$ cat src/rtl/dds_hop_sched.sv
// Frequency-hop scheduler for the CORDIC DDS: walks a host-written table of
// {phase increment, dwell} entries, restarting the DDS at a common phase on every hop.
module dds_hop_sched #(
  parameter int PW    = 14,
  parameter int DW    = 16,
  parameter int DEPTH = 8,
  parameter int AW    = 3
) (
  input  logic          I_clk,
  input  logic          I_rst,
  input  logic          I_wr_en,
  input  logic [AW-1:0] I_wr_addr,
  input  logic [PW-1:0] I_wr_inc,
  input  logic [DW-1:0] I_wr_dwell,
  input  logic          I_start,
  input  logic          I_abort,
  input  logic [AW:0]   I_num_hops,
  input  logic          I_loop,
  input  logic [PW-1:0] I_start_phase,
  output logic [PW-1:0] O_init_phase,
  output logic [PW-1:0] O_inc_phase,
  output logic          O_change_phase,
  output logic [AW-1:0] O_hop_idx,
  output logic          O_busy,
  output logic          O_done,
  output logic          O_err
);

  typedef struct packed {
    logic [PW-1:0] inc;
    logic [DW-1:0] dwell;
  } hop_ent_t;

  typedef enum logic [1:0] {S_IDLE, S_HOP, S_DWELL} state_t;

  hop_ent_t      tbl [DEPTH];
  state_t        state, state_nx;
  logic [AW-1:0] k_r, k_nx;
  logic [DW-1:0] cnt_r, cnt_nx, cnt_ld;
  logic [AW:0]   num_r;
  logic          loop_r;
  logic [PW-1:0] phase_r, phase_nx;

  logic     busy, wr_ok, num_ok, start_ok, start_bad, last_hop;
  logic     hop_go, done_nx, err_nx;
  hop_ent_t ent;

  assign busy      = (state != S_IDLE);
  assign wr_ok     = I_wr_en && !busy;
  assign num_ok    = (I_num_hops != '0) && (I_num_hops <= (AW+1)'(DEPTH));
  assign start_ok  = (state == S_IDLE) && I_start && !I_abort && num_ok;
  assign start_bad = (state == S_IDLE) && I_start && !I_abort && !num_ok;
  assign last_hop  = ({1'b0, k_r} == (num_r - 1'b1));
  assign O_busy    = busy;

  // Hop table: writes land only while idle.
  always_ff @(posedge I_clk) begin
    if (I_rst) begin
      for (int i = 0; i < DEPTH; i++) tbl[i] <= '0;
    end else if (wr_ok) begin
      tbl[I_wr_addr].inc   <= I_wr_inc;
      tbl[I_wr_addr].dwell <= I_wr_dwell;
    end
  end

  // State register.
  always_ff @(posedge I_clk) begin
    if (I_rst) begin
      state   <= S_IDLE;
      k_r     <= '0;
      cnt_r   <= '0;
      num_r   <= '0;
      loop_r  <= 1'b0;
      phase_r <= '0;
    end else begin
      state <= state_nx;
      k_r   <= k_nx;
      cnt_r <= hop_go ? cnt_ld : cnt_nx;
      if (start_ok) begin
        num_r   <= I_num_hops;
        loop_r  <= I_loop;
        phase_r <= I_start_phase;
      end
    end
  end

  // Next state: a hop ends when its remaining-cycle count reaches zero.
  always_comb begin
    state_nx = state;
    k_nx     = k_r;
    cnt_nx   = cnt_r;
    unique case (state)
      S_IDLE: begin
        if (start_ok) begin
          state_nx = S_HOP;
          k_nx     = '0;
        end
      end
      S_HOP, S_DWELL: begin
        if (I_abort) begin
          state_nx = S_IDLE;
        end else if (cnt_r == '0) begin
          if (last_hop && !loop_r) begin
            state_nx = S_IDLE;
          end else begin
            state_nx = S_HOP;
            k_nx     = last_hop ? '0 : k_r + 1'b1;
          end
        end else begin
          state_nx = S_DWELL;
          cnt_nx   = cnt_r - 1'b1;
        end
      end
      default: state_nx = S_IDLE;
    endcase
  end

  // Output decode. A write accepted alongside a start is forwarded so the
  // first hop of that run already sees it.
  always_comb begin
    hop_go = (state_nx == S_HOP);
    ent    = tbl[k_nx];
    if (wr_ok && (I_wr_addr == k_nx)) begin
      ent.inc   = I_wr_inc;
      ent.dwell = I_wr_dwell;
    end
    cnt_ld   = (ent.dwell == '0) ? '0 : ent.dwell - 1'b1;
    done_nx  = busy && (state_nx == S_IDLE) && !I_abort;
    err_nx   = start_bad || (I_wr_en && busy);
    phase_nx = start_ok ? I_start_phase : phase_r;
  end

  // DDS-facing registers; tone settings hold after the run ends.
  always_ff @(posedge I_clk) begin
    if (I_rst) begin
      O_init_phase   <= '0;
      O_inc_phase    <= '0;
      O_change_phase <= 1'b0;
      O_hop_idx      <= '0;
      O_done         <= 1'b0;
      O_err          <= 1'b0;
    end else begin
      O_change_phase <= hop_go;
      O_done         <= done_nx;
      O_err          <= err_nx;
      if (hop_go) begin
        O_inc_phase  <= ent.inc;
        O_init_phase <= phase_nx;
        O_hop_idx    <= k_nx;
      end
    end
  end

endmodule

$ cat config.mk
export PLATFORM = sky130hd
export DESIGN_NAME = dds_hop_sched
export DESIGN_NICKNAME = d
export VERILOG_FILES = /design/src/rtl/dds_hop_sched.sv
export SDC_FILE = /design/constraint.sdc
export NUM_CORES = 1
export LEC_CHECK = 0
export BUFFER_PORTS_ARGS = -buffer_cell sky130_fd_sc_hd__buf_2
export CAP_MARGIN = 20
export CORE_MARGIN = 2
export CORE_UTILIZATION = 66
export DETAILED_ROUTE_END_ITERATION = 12
export GPL_TIMING_DRIVEN = 0
export HOLD_SLACK_MARGIN = 0.05
export PLACE_DENSITY = 0.86
export SKIP_CTS_REPAIR_TIMING = 1
export SYNTH_ARGS = -nofsm -noshare
export SYNTH_HDL_FRONTEND = slang
export SYNTH_SLANG_ARGS = --single-unit
$ cat constraint.sdc
create_clock -name I_clk -period 13.4 [get_ports I_clk]
set_input_delay 0.67 -clock I_clk [delete_from_list [all_inputs] [get_ports I_clk]]
set_output_delay 0.67 -clock I_clk [all_outputs]
set_load 0.1 [all_outputs]
==> results.md, run 1 <==
- Status: finished clean
- Die Area: 0.0243 mm²
- # IOs: 92
- DRC errors left: 0
- Clk_skew: 9.13 ps
- Worst EP arrival: 6520 ps
- Number of diodes: 0
- Vias in the first global route: 11.7k
- Fin crit share: 0.456
- Largest net degree at the start of global routing: 31
- PD cells: 179 mW/mm²
- Clk slew on worst S/H paths: 60 ps
- Min cycle time layout: 6110 ps
- Clk root buf: clkbuf_16
- PortBufs: 90
- M1 WL: 15,200 µm
- Area Growth Syn to Fin: 12.1%
- Post-synthesis cell area: 0.0152 mm²
- Post-synth top area cell: edfxtp_1
- WP data required: 13,820 ps
- Via density: 6.37
- Global placement routability congestion: 0.925
- Fmax: 164 MHz
- Yosys Warn Count: 0
- Core footprint: 0.0226 mm²
- Final Power: 0.00305 W
- Post-synth top area share: 0.473
- CTS Sinks: 314
- WS Path Type: reg2reg
- Top sig layer: met4
- Row cnt: 55
- DP Wirelength: 27,700 µm
- Worst-Skew Late Latency: 510 ps
- Via count: 12.0k
- Post-synthesis cell type count: 75
- Register area share after synthesis: 0.570
- Avg WL per Cell: 22.2 µm
- Critical Path Start Type: register
- Max-slew violation count: 0
- Setup TNS: 0 ps
- Initial Util: 0.673
- First-pass GRT wire length: 63,900 µm
- Average footprint of a synthesized cell: 10.5 µm²
- Final setup violation count: 0
- Final wirelength: 41,900 µm
- Total GRT Usage: 0.348
- VDD IR max: 0.144 mV
- Max_cap viols: 0
- Die width: 156 µm
- Delay of the slowest critical-path stage: 810 ps
- Most frequent cells in the layout: 240 x edfxtp_1, 234 x and2_1, 185 x nand2_1
- CP max FO: 10
- Met2 WL post-DR: 19,700 µm
- Num CTS Buffers: 34
- Die Y: 156 µm
- Routed length on met3: 5070 µm
- Worst Setup End Kind: register
- CP max-delay cell: a2111oi_0
- Most used flip-flop cell after synthesis: edfxtp_1
- Worst min path class: in2reg
- Antenna Nets Post-Route: 0
- H-tree Lvls: 2
- Synth area leaders: edfxtp_1 47%, dfxtp_1 9.7%, and2_1 9.6%
- Non-Filler Instances: 1,886
- Finished Core Util: 0.755
- GRT overflow: 0
- Leak Pwr: 6.72 nW
- Synthesized flop and latch total: 314
- Share of cells above drive strength 1: 0.119
- Drt initial violations: 1,552
- Commonest non-fill, non-tap cell in the layout: edfxtp_1
- CTS tree: yes
- Cells after Synth: 1,451
- NumNets Final: 1,641
- Slew margin rel.: 0.207
- RSZ-0062 raised after global routing: false
- Initial antenna violation count: 0
- Post-synth net total: 1,515
- Placed Cells: 1,826
- Hold Fails Final Rpt: 0
- Post-synth EDFFs: 240
- Crit path cell chain: or3b_2 > a211o_1 > a2111oi_0 > a221oi_1 > o21ai_1 > clkbuf_1 > clkbuf_1 > buf_1 > a31oi_1 > o21ai_1 > nor2_1 > a31oi_1 > buf_4 > nand2_1 > a211oi_1
- CTS Buffer Depth: 3
- Iteration count of the initial detailed-routing pass: 6
- Post-synth ARST share: 0
- Actual slew at the worst max-slew pin: 1190 ps
[per-stage QoR]
| step | hold slack (ps) | worst slack [ps] | area [µm²] |
|---|---|---|---|
| after floorplan | 456 | 8620 | 15200 |
| after global placement | 467 | 7520 | 16000 |
| after detailed placement | 473 | 7530 | 16000 |
| after CTS | 424 | 7510 | 17100 |
| after global routing | 444 | 6980 | 17100 |
| final | 428 | 7290 | 17100 |
[sequential cells by signal (all words and copies together) (netlist names)]
register        flops
O_change_phase      1
O_done              1
O_err               1
O_hop_idx           3
O_inc_phase        14
O_init_phase       14
cnt_r              16
k_r                 3
loop_r              1
num_r               4
phase_r            14
state               2
tbl               240
[area by class of cell]
class	instances	area (µm²)
inverter	15	56.3
buffer	102	433
tap	285	357
timing repair buffer	90	450
sequential	314	8690
clock inverter	15	78.8
multi-input combinational	1020	6060
fill	1489	5560
clock buffer	45	955
[power by group]
part	total [W]	switching, W	internal (W)
Sequential	0.00119	0.0000486	0.00114
Clock	0.000872	0.000370	0.000502
Combinational	0.000992	0.000727	0.000265
Total	0.00305	0.00115	0.00191
[logic make-up after synthesis]
kind of cell             Yosys count  synth area share
flip-flops                       314             0.570
multiplexers                      60            0.0406
XOR/XNOR                          25            0.0156
AND/OR/NAND/NOR                  734             0.247
adder cells (fa/ha/maj)            7           0.00575
AO/OA/AOI/OAI                    194            0.0885
buffers and inverters            117            0.0321
[path summary, 6_finish.rpt]
path / start / end / slack (ps) / cells past startpoint
min reg2reg: O_inc_phase[6] / O_inc_phase[6] / 480 / 2
min: I_start_phase[9] / phase_r[9] / 430 / 3
max: num_r[0] / cnt_r[11] / 7290 / 15
max reg2reg: num_r[0] / cnt_r[11] / 7290 / 15
[synthesized netlist by cell type (all sizes together), types with 14 or more instances]
master  instances
a211oi         41
a21oi          49
a31oi          22
and2          234
and3           25
buf            29
clkbuf         73
dfxtp          74
edfxtp        240
inv            14
mux2i          55
nand2         185
nand3          80
nor2          121
nor3           34
nor4           14
o21ai          23
xnor2          14
[routing by layer]
metal | global-route usage | vias up
met5 | 0 | -
met4 | 0.163 | 0
met3 | 0.0819 | 177
met2 | 0.561 | 818
met1 | 0.449 | 5633
li1 | - | 5388
[worst max-delay path: cells and delay by family, from the launching register on]
family	cells	cell delay, ps
and+or+nand+nor	3	690
AOI/OAI and AO/OA	8	3190
DFF	1	360
buffers and inverters	4	1770
No activity file was read; power rests on OpenSTA's default activity.
==> run 2: changes to the inputs <==
Settings changed: CORE_UTILIZATION 66 to 55, PLACE_DENSITY 0.86 to 0.76.
Clock period 13.4 ns to 5.6 ns, I/O delays scaled along.
==> run 2 against run 1 <==
  * Clock-buffer cell count grew 2
  * Wire length increased by 3.2%
  * Via count shrank 1.5%
  * Worst hold slack got worse by 390 ps
  * Critical path depth stayed put
  * Design area rose by 1.4%
  * Clock skew rose by 2.8 ps
  * Total power increased by 140%
  * Flip-flop and latch count unchanged
  * Sequential power up 140%
  * Critical endpoint is now cnt_r[15]
  * Critical path type unchanged
  * First-iteration DRC count fell by 13%
  * Sequential share of layout area shrank 0.71 points
==> results.md, run 2 (same netlist as run 1, synthesis figures left out) <==
- Register area: 0.00869 mm² (unchanged)
- WP data required: 5970 ps (-7850 ps)
- CTS Sinks: 314 (unchanged)
- Largest register by flop count: tbl
- WS Path Type: reg2reg
- Initial Util: 0.562 (-0.111)
- NumNets Final: 1,647 (+0.37%)
- DP Wirelength: 28,600 µm (+3.5%)
- Clk_skew: 11.9 ps (+2.77 ps)
- Placed cell area: 0.0162 mm² (+0.68%)
- Clk root buf: clkbuf_16
- Worst Setup SP: cnt_r[7]
- Die Y: 170 µm (+9.3%)
- Worst Hold Launch: I_start_phase[2]
- DRC errors left: 0 (unchanged)
- Die width: 170 µm (+9.3%)
- Routed length on met3: 3870 µm (-24%)
- VDD IR max: 0.261 mV (+82%)
- Num CTS Buffers: 34 (unchanged)
- Fin crit share: 0.971 (+0.515)
- Initial antenna violation count: 0 (unchanged)
- Min cycle time layout: 5430 ps (-671 ps)
- Commonest non-fill, non-tap cell in the layout: edfxtp_1
- Row cnt: 60 (+9.1%)
- Critical Path Start Type: register
- Final setup violation count: 0 (unchanged)
- Post-layout instance area: 0.0173 mm² (+1.4%)
- Max_cap viols: 0 (unchanged)
- Hold Fails Final Rpt: 0 (unchanged)
- CP max FO: 10 (unchanged)
- Iteration count of the initial detailed-routing pass: 5 (-1)
- PortBufs: 90 (unchanged)
- Area of the multi-input gates: 0.00611 mm² (+0.68%)
- Die Area: 0.0291 mm² (+19%)
- Actual slew at the worst max-slew pin: 1080 ps (-103 ps)
- First-pass GRT wire length: 65,400 µm (+2.4%)
- Share of cells above drive strength 1: 0.129 (+0.0108)
- CTS tree: yes
- Placed Cells: 1,913 (+4.8%)
- Worst-Skew Late Latency: 510 ps (about the same)
- Largest net degree at the start of global routing: 31 (unchanged)
- Worst Setup End Kind: register
- Fillers: 2,171 (+46%)
- RR Startpoint: cnt_r[7]
- # IOs: 92 (unchanged)
- Total GRT Usage: 0.299 (-0.0491)
- GRT overflow: 0 (unchanged)
- Max-slew violation count: 0 (unchanged)
- H-tree Lvls: 2 (unchanged)
- Max reg flops: 240 (unchanged)
- Via density: 5.98 (-6.2%)
- Finished Core Util: 0.639 (-0.115)
- Number of diodes: 0 (unchanged)
- Met2 WL post-DR: 20,200 µm (+2.3%)
- Slew margin rel.: 0.279 (+0.0715)
- M1 WL: 17,600 µm (+16%)
- Worst min path class: in2reg
- PD cells: 427 mW/mm² (+140%)
- Status: finished clean
- CTS Buffer Depth: 3 (unchanged)
- Global placement routability congestion: 0.905 (-2.2%)
- Worst EP arrival: 5800 ps (-720 ps)
- WHS: 35.6 ps (-392 ps)
- Setup TNS: 0 ps (unchanged)
- Vias in the first global route: 11.5k (-1.8%)
- Antenna Nets Post-Route: 0 (unchanged)
- Area Growth Syn to Fin: 13.7%
- Most frequent cells in the layout: 240 x edfxtp_1, 234 x and2_1, 184 x nand2_1
- Drt initial violations: 1,347 (-13%)
- Final wirelength: 43,200 µm (+3.2%)
- Leak Pwr: 6.80 nW (+1.2%)
- Biggest regs: tbl x240, cnt_r x16
- Fmax: 184 MHz (+12%)
- Clk slew on worst S/H paths: 60 ps (about the same)
- Top sig layer: met4
- Via count: 11.8k (-1.5%)
- Avg WL per Cell: 21.8 µm (-1.6%)
- Core footprint: 0.0271 mm² (+20%)
- Non-Filler Instances: 1,979 (+4.9%)
==> run 2: final cells by class <==
class	instances	share of cell area
inverters	15	0.00325
multi-input cells	1020	0.352
plain buffers	102	0.0258
repair buffers	96	0.0298
clock inverters	13	0.00672
clock buffers	47	0.0537
well taps	372	0.0269
flip-flops and latches	314	0.501
==> run 2: worst max-delay path, stage by stage, from the launching register on <==
cell      delay (ps)
dfxtp_1          360
or4_4            580
or4_4            530
buf_6            150
or4_4            550
o31ai_4          440
nor3_1           140
o211ai_2         430
or2_1            170
buf_2            220
buf_2            340
a21oi_2          200
or4b_4           540
nor3_2           210
mux2i_1          320
a21oi_1          100
==> run 2: where the power goes <==
group	switching [W]	internal, W
Sequential	0.000113	0.00273
Clock	0.000898	0.00126
Combinational	0.00175	0.000653
Total	0.00276	0.00464
==> run 2: routing by layer <==
metal	vias to the layer above	GRT usage
li1	5406	-
met3	122	0.0567
met5	-	0
met4	0	0.111
met1	5690	0.399
met2	612	0.487
==> run 2: worst paths after layout <==
check / end / slack [ps] / depth (start not counted)
setup / recovery: cnt_r[15] / 170 / 15
hold / removal: phase_r[2] / 40 / 3
setup reg to reg: cnt_r[15] / 170 / 15
hold reg to reg: O_inc_phase[6] / 490 / 2
==> run 2: through the flow <==
step	worst slack, ps	power (W)
2_1_floorplan	817	0.00465
3_3_place_gp	-411	0.00519
3_5_place_dp	-513	0.00523
4_1_cts	-518	0.00736
5_1_grt	-22.4	0.00769
6_report	165	0.00740
